--- src/rtl/stoch_to_bin.sv ---
// Stochastic-to-binary converter: counts ones over a 2^WINDOW_LOG2-sample
// window, scales and saturates to WIDTH bits, hands off on valid/ready.
module stoch_to_bin #(
    parameter int WIDTH       = 8,
    parameter int WINDOW_LOG2 = 8
) (
    input  logic             clk,
    input  logic             rst,
    input  logic             start,
    input  logic             cont,
    input  logic             st_in,
    input  logic             st_valid,
    output logic             busy,
    output logic [WIDTH-1:0] bin_out,
    output logic             out_valid,
    input  logic             out_ready,
    output logic             overrun
);

    localparam int SHIFT = WINDOW_LOG2 - WIDTH;

    generate
        if (WINDOW_LOG2 < WIDTH) begin : g_bad_window
            $error("stoch_to_bin: WINDOW_LOG2 must be >= WIDTH");
        end
    endgenerate

    typedef enum logic {
        IDLE  = 1'b0,
        COUNT = 1'b1
    } state_t;

    state_t                 state_q, state_d;
    logic [WINDOW_LOG2-1:0] sample_cnt_q, sample_cnt_d;
    logic [WINDOW_LOG2:0]   ones_cnt_q, ones_cnt_d;
    logic [WIDTH-1:0]       bin_q, bin_d;
    logic                   out_valid_q, out_valid_d;
    logic                   overrun_q, overrun_d;

    logic                   sample_acc;
    logic                   win_end;
    logic [WINDOW_LOG2:0]   ones_total;
    logic [WINDOW_LOG2:0]   scaled;
    logic [WIDTH-1:0]       result;
    logic                   load;
    logic                   drop;

    // The final sample of the window is folded in combinationally so the
    // result is ready on the same edge that accepts it.
    always_comb begin
        sample_acc = (state_q == COUNT) && st_valid;
        win_end    = sample_acc && (sample_cnt_q == '1);
        ones_total = ones_cnt_q + (WINDOW_LOG2+1)'(st_in);
        scaled     = ones_total >> SHIFT;
        result     = scaled[WIDTH] ? '1 : scaled[WIDTH-1:0];
        load       = win_end && (!out_valid_q || out_ready);
        drop       = win_end && out_valid_q && !out_ready;
    end

    always_comb begin
        state_d      = state_q;
        sample_cnt_d = sample_cnt_q;
        ones_cnt_d   = ones_cnt_q;
        bin_d        = bin_q;
        out_valid_d  = out_valid_q;
        overrun_d    = overrun_q;

        unique case (state_q)
            IDLE: begin
                if (start) begin
                    state_d      = COUNT;
                    sample_cnt_d = '0;
                    ones_cnt_d   = '0;
                    overrun_d    = 1'b0;
                end
            end
            COUNT: begin
                if (win_end) begin
                    sample_cnt_d = '0;
                    ones_cnt_d   = '0;
                    state_d      = cont ? COUNT : IDLE;
                end else if (sample_acc) begin
                    sample_cnt_d = sample_cnt_q + WINDOW_LOG2'(1);
                    ones_cnt_d   = ones_total;
                end
            end
            default: state_d = IDLE;
        endcase

        // A load in the same cycle as a consume keeps valid high.
        if (load) begin
            bin_d       = result;
            out_valid_d = 1'b1;
        end else if (out_valid_q && out_ready) begin
            out_valid_d = 1'b0;
        end

        if (drop) begin
            overrun_d = 1'b1;
        end
    end

    always_ff @(posedge clk or posedge rst) begin
        if (rst) begin
            state_q      <= IDLE;
            sample_cnt_q <= '0;
            ones_cnt_q   <= '0;
            bin_q        <= '0;
            out_valid_q  <= 1'b0;
            overrun_q    <= 1'b0;
        end else begin
            state_q      <= state_d;
            sample_cnt_q <= sample_cnt_d;
            ones_cnt_q   <= ones_cnt_d;
            bin_q        <= bin_d;
            out_valid_q  <= out_valid_d;
            overrun_q    <= overrun_d;
        end
    end

    assign busy      = (state_q == COUNT);
    assign bin_out   = bin_q;
    assign out_valid = out_valid_q;
    assign overrun   = overrun_q;

endmodule
--- config.mk ---
export PLATFORM = sky130hd
export DESIGN_NAME = stoch_to_bin
export DESIGN_NICKNAME = d
export VERILOG_FILES = /design/src/rtl/stoch_to_bin.sv
export SDC_FILE = /design/constraint.sdc
export NUM_CORES = 1
export LEC_CHECK = 0
export CORE_ASPECT_RATIO = 2
export CORE_UTILIZATION = 50
export CTS_BUF_LIST = sky130_fd_sc_hd__clkbuf_2
export DETAILED_ROUTE_END_ITERATION = 10
export PLACE_DENSITY_LB_ADDON = 0.12
export REMOVE_ABC_BUFFERS = 1
export SYNTH_ARGS = -nofsm -noshare
export SYNTH_HDL_FRONTEND = slang
export SYNTH_SLANG_ARGS = --single-unit
export TNS_END_PERCENT = 5
--- constraint.sdc ---
create_clock -name clk -period 4.15 [get_ports clk]
set_input_delay 0.6225 -clock clk [delete_from_list [all_inputs] [get_ports clk]]
set_output_delay 0.6225 -clock clk [all_outputs]
set_load 0.005 [all_outputs]
==> impl_metrics.json <==
{
  "areaGrowthSynthToFinish_pct": 10.4,
  "dp_cells": 173,
  "ios": 18,
  "grt-ovfl-total": 0,
  "p_leak_nw": 0.711,
  "tns_ps": 0,
  "crit_arrival_ps": 2370,
  "drt_iter0_drc": 16,
  "synth_edf_count": 0,
  "finalInstanceArea_um2": 1610,
  "num-fill-cells": 231,
  "reg2reg_slack_ps": 2170,
  "postCtsResizedCells": 0,
  "cts.sinks": 28,
  "rr_startpoint": "sample_cnt_q[0]",
  "finalSetupViolations": 0,
  "final_max_slew_viol_count": 0,
  "rsz0062_at_grt": "no",
  "die_w_um": 40.2,
  "initial_utilization": 0.528,
  "ys_seq_area_frac": 0.479,
  "tightestPinTransition_ps": 1050,
  "diodes": 0,
  "dieArea_um2": 3160,
  "power_mw": 0.550,
  "synthCells": 135,
  "post_drt_wl_per_cell_um": 15.6,
  "die_h_um": 78.5,
  "post-route-period-util": 0.508,
  "min_period_ps": 2110,
  "r2r_cells": 5,
  "synth_seq_cells": 28,
  "wirelength_um": 2760,
  "clock_latency_ps": 360,
  "cp-end-kind": "flip-flop",
  "post_dp_cell_area_um2": 1600,
  "skew_ps": 23.3,
  "grt_pass1_vias": 1070,
  "pre_cts_ws_ps": 1640,
  "layout_common_cells": "28 x dfrtp_1, 17 x clkdlybuf4s50_1, 13 x nand2_1, 8 x a31oi_1, 8 x o21ai_0",
  "post-route-util": 0.583,
  "drc_errors": 0,
  "cp.required_ps": 4410,
  "hold_viol": 0,
  "ys_types": 33,
  "clockBufferDepth": 2,
  "power.density_nw_per_um2": 341,
  "clk_pin_slew_worst_paths_ps": 230,
  "synth_flop_cell": "dfrtp_1",
  "whs_path_depth": 1,
  "num_rows": 27,
  "layout_commonest_cell": "dfrtp_1",
  "max-slew-margin-rel": 0.297,
  "vias": 1097,
  "cts_root_buffer": "clkbuf_2",
  "min_from": "sample_cnt_q[7]",
  "drv_cap": 0,
  "nets": 159,
  "dp_hpwl_um": 2110,
  "setup_slack_ps": 2040,
  "cts_setup_buffers": 0,
  "postCtsHoldBufs": 0,
  "via_per_inst": 6.20,
  "fmax_mhz": 474,
  "numCtsBuffers": 3,
  "hold_ws_ps": 506,
  "fin_cells": 177,
  "syn_avg_cell_area_um2": 10.8,
  "async_reset_ff_frac": 1.00,
  "critPathMaxFanout": 8,
  "gp_congestion": 0.771,
  "r2r-end": "bin_out[0]",
  "critPathLaunchType": "input pin",
  "grt_usage": 0.198,
  "grt_max_degree": 29,
  "grt_first_pass_wirelength_um": 4470,
  "vdd_drop_max_uv": 234,
  "core_area_um2": 2770,
  "port-buffer-count": 17,
  "whs_endpoint": "sample_cnt_q[7]",
  "antenna_found_initial": 0,
  "critPathKind": "in2reg",
  "cts_tree": "built",
  "outcome": "finished clean",
  "antenna_left": 0,
  "cts_max_level": 1,
  "first_pass_iters": 4,
  "hold_path_class": "reg2reg",
  "drive_above_1_share": 0.0811,
  "netlist_area_um2": 1460,
  "ys_warn_count": 0
}
==> cells in the mapped netlist, drive strengths merged (2+ instances only) <==
| cell | count | share of area |
|---|---|---|
| dfrtp | 28 | 0.48 |
| nand2 | 13 | 0.033 |
| a31oi | 9 | 0.049 |
| o21ai | 9 | 0.038 |
| buf | 8 | 0.050 |
| a21oi | 7 | 0.027 |
| nand3 | 7 | 0.024 |
| o22a | 7 | 0.042 |
| and3 | 6 | 0.029 |
| nor2 | 5 | 0.013 |
| a22o | 4 | 0.024 |
| a41oi | 4 | 0.024 |
| xor2 | 4 | 0.024 |
| ha | 3 | 0.026 |
| mux2 | 3 | 0.023 |
| xnor2 | 3 | 0.018 |
| a211oi | 2 | 0.014 |
| and4 | 2 | 0.014 |
| inv | 2 | 0.0051 |
| mux2i | 2 | 0.014 |
| nand2b | 2 | 0.0086 |
| nand4 | 2 | 0.0086 |
==> worst max-delay path, stage by stage <==
cell	delay, ps
clkdlybuf4s50_1	460
ha_1	190
ha_1	290
and4_4	320
and3_4	210
o21ai_4	80
o22a_1	200
==> registers in the layout, indices dropped and copies added, names as in the netlist <==
signal        count
overrun           1
bin_out           8
out_valid         1
sample_cnt_q      8
ones_cnt_q        9
busy              1
==> per-layer routing <==
layer | up-vias | wire length [µm] | GRT usage
met5 | - | 0 | 0
li1 | 533 | - | -
met4 | 0 | 39 | 0.0833
met2 | 19 | 1590 | 0.361
met3 | 4 | 56 | 0.0169
met1 | 541 | 1080 | 0.210
==> cell families (layout without fill, tap and decap cells) <==
family | after synthesis | count (layout) | share of synthesized area
AOI/OAI and AO/OA | 43 | 43 | 0.222
and+or+nand+nor | 39 | 39 | 0.139
DFF | 28 | 28 | 0.479
buffers and inverters | 10 | 23 | 0.0556
xor gates and xnor gates | 7 | 7 | 0.0419
muxes | 5 | 5 | 0.0368
adders and majority gates | 3 | 3 | 0.0257
==> report_power, final <==
part | total (mW) | leakage, nW | internal, mW | switching, mW
clock | 0.0980 | 0.0140 | 0.0209 | 0.0770
combinational | 0.109 | 0.319 | 0.0550 | 0.0543
sequential | 0.343 | 0.378 | 0.302 | 0.0409
total | 0.550 | 0.711 | 0.378 | 0.172
==> worst max path at each step <==
stage	startpoint	endpoint	slack, ps
floorplan	st_in	bin_out[6]	2210
global placement	st_in	bin_out[7]	1700
detailed placement	st_in	bin_out[1]	1640
CTS	st_in	bin_out[1]	2050
global route	st_in	bin_out[0]	2010
finish	st_in	bin_out[0]	2040
==> cell type report <==
type / count / area [µm²] / area share
sequential: 28 / 701 / 0.434
multi-input combinational: 97 / 681 / 0.422
timing repair buffer: 17 / 170 / 0.105
tap: 29 / 36.3 / 0.0225
clock buffer: 3 / 15.0 / 0.00930
inverter: 2 / 7.51 / 0.00465
clock inverter: 1 / 3.75 / 0.00233
No activity file was read; power rests on OpenSTA's default activity.
